**config.mk**
```make
export PLATFORM = sky130hd
export DESIGN_NAME = fetch_stage
export DESIGN_NICKNAME = d
export VERILOG_FILES = /design/src/rtl/fetch_stage.sv
export SDC_FILE = /design/constraint.sdc
export NUM_CORES = 1
export LEC_CHECK = 0
export ABC_AREA = 1
export CAP_MARGIN = 10
export CORE_ASPECT_RATIO = 0.8
export CORE_MARGIN = 3
export CORE_UTILIZATION = 46
export CTS_CLUSTER_SIZE = 16
export DETAILED_ROUTE_END_ITERATION = 12
export PLACE_DENSITY = 0.91
export SYNTH_ARGS = -nofsm -noshare
export SYNTH_HDL_FRONTEND = slang
export SYNTH_SLANG_ARGS = --single-unit
```
**constraint.sdc**
```tcl
create_clock -name clk_i -period 4.39 [get_ports clk_i]
set_input_delay 0.439 -clock clk_i [delete_from_list [all_inputs] [get_ports clk_i]]
set_output_delay 0.439 -clock clk_i [all_outputs]
set_load 0.005 [all_outputs]
```
**src/rtl/fetch_stage.sv**
```systemverilog
// fetch_stage: instruction fetch stage and IF/ID pipeline register.
// Owns the PC, runs the variable-latency instruction memory handshake,
// applies branch/jump redirects resolved in D and honours hazard stalls.
// Optional build macro: FETCH_PERF_CTR_EN adds saturating perf counters;
// without it both counter ports are tied to zero.
//
// state   | meaning
// RUN     | requesting pc_f; an ack is consumed normally
// DISCARD | redirect arrived while a request was outstanding; the
//         | response for the old address is dropped, then pend_pc is used
module fetch_stage #(
  parameter logic [31:0] RESET_PC = 32'h0000_0000
) (
  input  logic        clk_i,
  input  logic        reset_i,
  input  logic        stall_f_i,
  input  logic        stall_d_i,
  input  logic        pcsrc_d_i,
  input  logic        jump_d_i,
  input  logic [31:0] pcbranch_d_i,
  input  logic [31:0] pcjump_d_i,
  output logic        imem_req_o,
  output logic [31:0] imem_addr_o,
  input  logic        imem_ack_i,
  input  logic [31:0] imem_rdata_i,
  output logic [31:0] instr_d_o,
  output logic [31:0] pcplus4_d_o,
  output logic        valid_d_o,
  output logic        fetch_busy_o,
  output logic [31:0] fetched_cnt_o,
  output logic [31:0] bubble_cnt_o
);

  typedef enum logic {RUN, DISCARD} state_t;

  state_t      state;
  logic [31:0] pc_f;
  logic [31:0] pend_pc;
  logic [31:0] target;
  logic [31:0] pc_plus4;
  logic        redirect;
  logic        bubble;
  logic        load;

  assign redirect = (pcsrc_d_i | jump_d_i) & ~stall_d_i;
  assign target   = jump_d_i ? pcjump_d_i : pcbranch_d_i;
  assign pc_plus4 = pc_f + 32'd4;

  // The address always tracks pc_f, so it cannot move while a request waits.
  assign imem_req_o   = ~reset_i;
  assign imem_addr_o  = pc_f;
  assign fetch_busy_o = ((state == RUN) & ~imem_ack_i) | (state == DISCARD);

  // A stalled IF/ID holds; otherwise anything but a clean RUN ack is a bubble.
  assign bubble = ~stall_d_i & (redirect | (state == DISCARD) | ~imem_ack_i | stall_f_i);
  assign load   = ~stall_d_i & ~bubble;

  // PC / fetch state machine.
  always_ff @(posedge clk_i or posedge reset_i) begin
    if (reset_i) begin
      state   <= RUN;
      pc_f    <= RESET_PC;
      pend_pc <= 32'h0;
    end else begin
      case (state)
        RUN: begin
          if (redirect && imem_ack_i) begin
            pc_f <= target;
          end else if (redirect) begin
            pend_pc <= target;
            state   <= DISCARD;
          end else if (imem_ack_i && !stall_f_i) begin
            pc_f <= pc_plus4;
          end
        end
        DISCARD: begin
          if (imem_ack_i) begin
            pc_f  <= redirect ? target : pend_pc;
            state <= RUN;
          end else if (redirect) begin
            pend_pc <= target;
          end
        end
        default: state <= RUN;
      endcase
    end
  end

  // IF/ID pipeline register; pcplus4 keeps its last value across bubbles.
  always_ff @(posedge clk_i or posedge reset_i) begin
    if (reset_i) begin
      instr_d_o   <= 32'h0;
      pcplus4_d_o <= 32'h0;
      valid_d_o   <= 1'b0;
    end else if (load) begin
      instr_d_o   <= imem_rdata_i;
      pcplus4_d_o <= pc_plus4;
      valid_d_o   <= 1'b1;
    end else if (bubble) begin
      instr_d_o <= 32'h0;
      valid_d_o <= 1'b0;
    end
  end

`ifdef FETCH_PERF_CTR_EN
  logic [31:0] fetched_cnt;
  logic [31:0] bubble_cnt;

  // Saturating counts of real loads and bubble loads (holds are not counted).
  always_ff @(posedge clk_i or posedge reset_i) begin
    if (reset_i) begin
      fetched_cnt <= 32'h0;
      bubble_cnt  <= 32'h0;
    end else begin
      if (load && fetched_cnt != 32'hFFFF_FFFF) fetched_cnt <= fetched_cnt + 32'd1;
      if (bubble && bubble_cnt != 32'hFFFF_FFFF) bubble_cnt <= bubble_cnt + 32'd1;
    end
  end

  assign fetched_cnt_o = fetched_cnt;
  assign bubble_cnt_o  = bubble_cnt;
`else
  assign fetched_cnt_o = 32'h0;
  assign bubble_cnt_o  = 32'h0;
`endif

endmodule
```
==> qor.txt, run 1 <==
CP endpoint kind = flip-flop
CTS tree = done
Remaining Overflow, GRT = 0
RSZ-0062 raised after global routing = no
H-tree Lvls = 4
CTS Buf Count = 17
Reg area = 0.003253 mm²
Met1 WL = 9534 µm
Clock group share of total power = 35.1%
Routed length per instance = 16.37 µm
Startpoint class of the critical path = input pin
Hpwl dp = 16690 µm
Antenna Violating Nets Remaining = 0
Max-Cap Viols = 0
FP Rows = 41
DRC Markers = 0
Via density = 5.203
Worst-path fanout max = 63
Comb power frac = 28.3%
Setup Viol. Count Final = 0
Largest net degree at the start of global routing = 79
Buffers on Ports = 201
Nets = 1322
Fill cell count = 1318
First-pass GRT wire length = 36320 µm
Internal power = 0.003060 W
Sequential share of power = 36.7%
Post-CTS Setup Repair Bufs = 0
Seq cells post-synth = 130
Area occupied by multi-input gates = 0.003506 mm²
IO Pins = 266
Initial antenna violation count = 0
P per Cell Area = 448.5 mW/mm²
Slew of the pin with the lowest slew margin = 987.2 ps
Post-Route WL = 23680 µm
Core region area = 0.01601 mm²
Tcrit/Tclk final = 68.66%
Area Overhead vs Synth = 32.33%
Netlist cell types = 32
WP data required = 4730 ps
Sum Neg Setup Slack = 0 ps
Starting Density = 47.62%
Antenna diodes = 0
Reg2Reg Setup Slack = 1710 ps
Reg clk slew, reported paths = 60 ps
Leak Pwr = 4.981 nW
Min Tclk post-route = 3014 ps
Die X = 149.9 µm
Synth top area share = 42.69%
Die area = 0.01816 mm²
Die height = 121.1 µm
Status = completed
Mapped Area = 0.007621 mm²
CP Data Arrival Time = 3350 ps
Worst IR Drop VDD = 0.0002574 V
CTS Buffer Depth = 2
Met2 wire len = 11030 µm
Syn Inst Count = 1045
Synth area leader = dfrtp_1
Yosys warnings = 0
NetSw = 0.001463 W
Synth top area cells = dfrtp_1, nand2_1, buf_4
GPL Wtd Cong = 0.8960
Pwr Total = 0.004523 W
Clock root buffer = clkbuf_16
Sw Ratio = 32.35%
Clock Skew = 9.320 ps
Vias in the first global route = 6934
Cts-stage hold buffer count = 0
Met3 wire length = 2546 µm
Fmax = 331.8 MHz
Sink Count = 130
Top routing layer used = met4
Max-slew headroom = 34.18%
Critical path class = input pin to flip-flop
GRT Resource Usage Total = 25.72%
Final Max Tran Viols = 0
Sequential fraction of the synthesis area = 42.69%
DRT Pass-1 Iters = 6
DRT iter0 DRCs = 1129
Clock latency at the later pin of the worst-skew pair = 430 ps
Synthesized area per cell = 7.293 µm²
Vias = 7523
Final hold vios = 0
Post-CTS sizing = 0
Layout cells sized above 1 = 5.037%
HP Class = flip-flop to flip-flop
[cell type report]
cell class	instances	share of cell area [%]
well taps	215	2.667
clock inverters	15	2.283
clock buffers	17	4.218
inverters	89	3.337
multi-input cells	772	34.76
flip-flops and latches	130	32.26
repair buffers	208	20.47
[worst max-delay path, cell delays in order]
cell,delay (ps)
clkdlybuf4s50_1,570
o21bai_4,190
nand2_4,90
nand2_4,420
nand2_2,550
inv_1,690
a21oi_1,170
a22oi_1,210
[synth_stat cells]
library cell    n
or2_2           1
o22ai_1         1
a22oi_1         1
or2_0           2
o21ai_1         2
nor3_4          1
a21oi_1        26
buf_1           2
xor2_1          8
nand2_4         3
buf_6           3
xnor2_1         6
nand2_2         2
inv_2           3
dfrtp_1       130
ha_1            1
buf_4          75
nand3_1        37
nand3b_1        6
o211ai_1        5
nor2_1         38
o21bai_4        1
conb_1          1
nor2_4          4
nand2_1       423
inv_1          86
buf_2          17
a22o_1         32
o21ai_0        98
a31oi_1         3
nor2_2          7
clkbuf_1       20
[registers in the layout, summed over array words and instances (netlist names)]
name         count
imem_addr_o     32
state            1
valid_d_o        1
instr_d_o       32
pcplus4_d_o     32
pend_pc         32
[cell usage in the layout, fill, tap and decap left out]
master and n:
dfrtp_1 130, inv_4 1, or2_2 1, nand2_1 423, nor2_1 38, conb_1 64
bufinv_16 5, nand3_1 37, inv_1 85, o211ai_1 5, inv_2 3, a22o_1 32
clkinv_2 1, a21oi_1 26, o21ai_0 98, or2_0 2, o22ai_1 1, nor2_2 7
ha_1 1, a31oi_1 3, xor2_1 8, clkinvlp_4 3, inv_6 3, buf_4 7
nor2_4 4, nor3_4 1, clkbuf_16 17, o21bai_4 1, o21ai_1 2, clkdlybuf4s50_1 201
a22oi_1 1, nand3b_1 6, nand2_2 2, xnor2_1 6, nand2_4 3, clkinv_4 3
[stage by stage]
stage	area [µm²]	hold slack, ps	utilization, %	instances	worst slack (ps)
floorplan	7858	447.9	-	1108	442.6
CTS	10080	480.4	63.01	1446	1473
finish	10080	481.3	63.01	1446	1376
global placement	9429	454.8	58.91	1414	1193
detailed placement	9429	466.7	58.91	1414	1058
global route	10080	498.8	63.01	1446	1164
[final timing paths]
path                                      from         endpoint  cells after the start
worst max-delay path                 stall_d_i  imem_addr_o[30]                      8
worst min-delay path            pcplus4_d_o[9]   pcplus4_d_o[9]                      2
worst max register to register           state  imem_addr_o[30]                      7
worst min register to register  pcplus4_d_o[9]   pcplus4_d_o[9]                      2
max in group asynchronous              reset_i   pcplus4_d_o[9]                      3
min in group asynchronous              reset_i    instr_d_o[15]                      2
[power groups by stage]
stage                     registers, W  clock network, W  logic (W)
after floorplan                0.00162                 0   0.000628
after global placement         0.00165                 0    0.00121
after detailed placement       0.00166                 0    0.00124
after CTS                      0.00164           0.00159    0.00126
after global routing           0.00168           0.00165    0.00140
final                          0.00166           0.00159    0.00128
[cell families after synthesis]
| group | share of synthesized area [%] |
|---|---|
| AND/OR/NAND/NOR | 27.96 |
| XOR/XNOR | 1.609 |
| other | 0.04921 |
| adder cells (fa/ha/maj) | 0.1642 |
| AO/OA/AOI/OAI | 13.12 |
| flip-flops | 42.69 |
| buffers and inverters | 14.41 |
[per-layer routing]
metal	up-vias	GRT usage [%]
met5	-	0
met4	0	8.114
met3	59	7.842
met2	438	39.66
met1	3517	34.83
li1	3509	-
Power figures use the tool's default switching activity.
==> inputs of run 2 (changes only) <==
- CORE_UTILIZATION: 46 -> 42
- PLACE_DENSITY: 0.91 -> 0.88
- clock period: 4.39 -> 2.75 ns (I/O delays scaled with it)
==> qor.txt, run 2 (synthesis gave the netlist of run 1 again) <==
Die area = 0.01981 mm² (+9.1%)
WP data required = 2480 ps (-2250 ps)
Slew of the pin with the lowest slew margin = 679.1 ps (-308.1 ps)
RSZ-0062 raised after global routing = no
DRT iter0 DRCs = 1007 (-11%)
Buffers on Ports = 201 (unchanged)
CP Data Arrival Time = 1780 ps (-1570 ps)
Antenna diodes = 0 (unchanged)
Post-CTS sizing = 0 (unchanged)
Remaining Overflow, GRT = 0 (unchanged)
Met2 wire len = 10510 µm (-4.7%)
Met3 wire length = 2237 µm (-12%)
Post-CTS Setup Repair Bufs = 0 (unchanged)
Most common cell after layout, fill and taps aside = nand2_1
Sink Count = 130 (unchanged)
First-pass GRT wire length = 36470 µm (+0.40%)
Final Max Tran Viols = 0 (unchanged)
Status = completed
Pwr Total = 0.006984 W (+54%)
Vias in the first global route = 6737 (-2.8%)
Post-Route WL = 23550 µm (-0.54%)
GRT Resource Usage Total = 23.39% (-2.3 points)
Initial antenna violation count = 0 (unchanged)
Worst IR Drop VDD = 0.0004382 V (+70%)
DP Worst Slack = 402.6 ps (-655.3 ps)
Leak Pwr = 5.022 nW (+0.82%)
Clock latency at the later pin of the worst-skew pair = 420 ps (about the same)
Antenna Violating Nets Remaining = 0 (unchanged)
Critical path class = flip-flop to primary output
Clock root buffer = clkbuf_16
Tcrit/Tclk final = 74.62%
Top routing layer used = met4
Max-slew headroom = 54.73% (+21 points)
H-tree Lvls = 4 (unchanged)
Hpwl dp = 17370 µm (+4.1%)
Routed length per instance = 16.05 µm (-2.0%)
Area Overhead vs Synth = 33.28%
GPL Wtd Cong = 0.9211 (+2.8%)
Most frequent cells in the layout = nand2_1, clkdlybuf4s50_1, dfrtp_1
CTS Buffer Depth = 2 (unchanged)
Clock Skew = 7.346 ps (-1.974 ps)
Largest net degree at the start of global routing = 131 (+66%)
Die height = 126.5 µm (+4.4%)
Worst-path fanout max = 21 (-67%)
Vias = 7384 (-1.8%)
Setup ws final = 697.8 ps (-678.1 ps)
Reg clk slew, reported paths = 60 ps (about the same)
Met1 WL = 10370 µm (+8.8%)
Setup Viol. Count Final = 0 (unchanged)
CTS Buf Count = 17 (unchanged)
Nets = 1333 (+0.83%)
Post-route cell area = 0.01016 mm² (+0.72%)
IO Pins = 266 (unchanged)
Die X = 156.6 µm (+4.5%)
Cts-stage hold buffer count = 0 (unchanged)
P per Cell Area = 687.6 mW/mm² (+53%)
Fmax = 487.3 MHz
Max-Cap Viols = 0 (unchanged)
Layout cells sized above 1 = 5.636% (+0.60 points)
HP Class = input pin to flip-flop
CTS tree = done
Final hold vios = 0 (unchanged)
Startpoint class of the critical path = flip-flop
Starting Density = 43.45% (-4.2 points)
Core region area = 0.01754 mm² (+9.6%)
Via density = 5.033 (-3.3%)
DRC Markers = 0 (unchanged)
CP endpoint kind = primary output
DRT Pass-1 Iters = 9 (+3)
Reg2Reg Setup Slack = 810 ps (-900 ps)
Sum Neg Setup Slack = 0 ps (unchanged)
DP Area = 0.009550 mm² (+1.3%)
FP Rows = 43 (+4.9%)
Min Tclk post-route = 2052 ps
==> run 2: cell types whose count changed in the layout (fill, tap and decap cells not counted), sizes merged <==
cell	delta
buf	+11
bufinv	-2
inv	-4
clkbuf	+6
==> run 2: final cells by class <==
type,count,area [µm²]
tap,225,281.5
fill,1501,7382
clock buffer,23,478.0
clock inverter,9,128.9
timing repair buffer,219,2172
sequential,130,3253
inverter,89,337.8
multi-input combinational,772,3506
==> run 2: final timing paths <==
path,start,cells after the start,end
max,state,3,fetch_busy_o
min,imem_rdata_i[22],2,instr_d_o[22]
max reg2reg,state,6,pcplus4_d_o[3]
min reg2reg,pcplus4_d_o[10],2,pcplus4_d_o[10]
max in group asynchronous,reset_i,3,pcplus4_d_o[12]
min in group asynchronous,reset_i,3,pend_pc[18]
==> run 2: power by group <==
group          internal (W)  switching, W
sequential          0.00229      0.000341
clock               0.00149      0.000838
combinational      0.000998       0.00103
==> run 2: per-stage QoR <==
| stage | std cells | hold slack, ps | utilization, % |
|---|---|---|---|
| 2_1_floorplan | 1108 | 407.5 | - |
| 3_3_place_gp | 1435 | 455.9 | 54.45 |
| 3_5_place_dp | 1435 | 461.4 | 54.45 |
| 4_1_cts | 1467 | 437.8 | 57.91 |
| 5_1_grt | 1467 | 455.8 | 57.91 |
| 6_report | 1467 | 448.6 | 57.91 |
==> run 2: layer usage <==
| metal | vias to the layer above | global-route usage (%) |
|---|---|---|
| met1 | 3395 | 34.13 |
| met5 | - | 0 |
| met2 | 419 | 34.74 |
| li1 | 3535 | - |
| met3 | 35 | 5.662 |
| met4 | 0 | 6.536 |
==> run 2: critical path: stages, from the launching register on <==
cell and delay (ps):
dfrtp_1 400, inv_2 300, nand2_1 150, clkdlybuf4s50_1 490
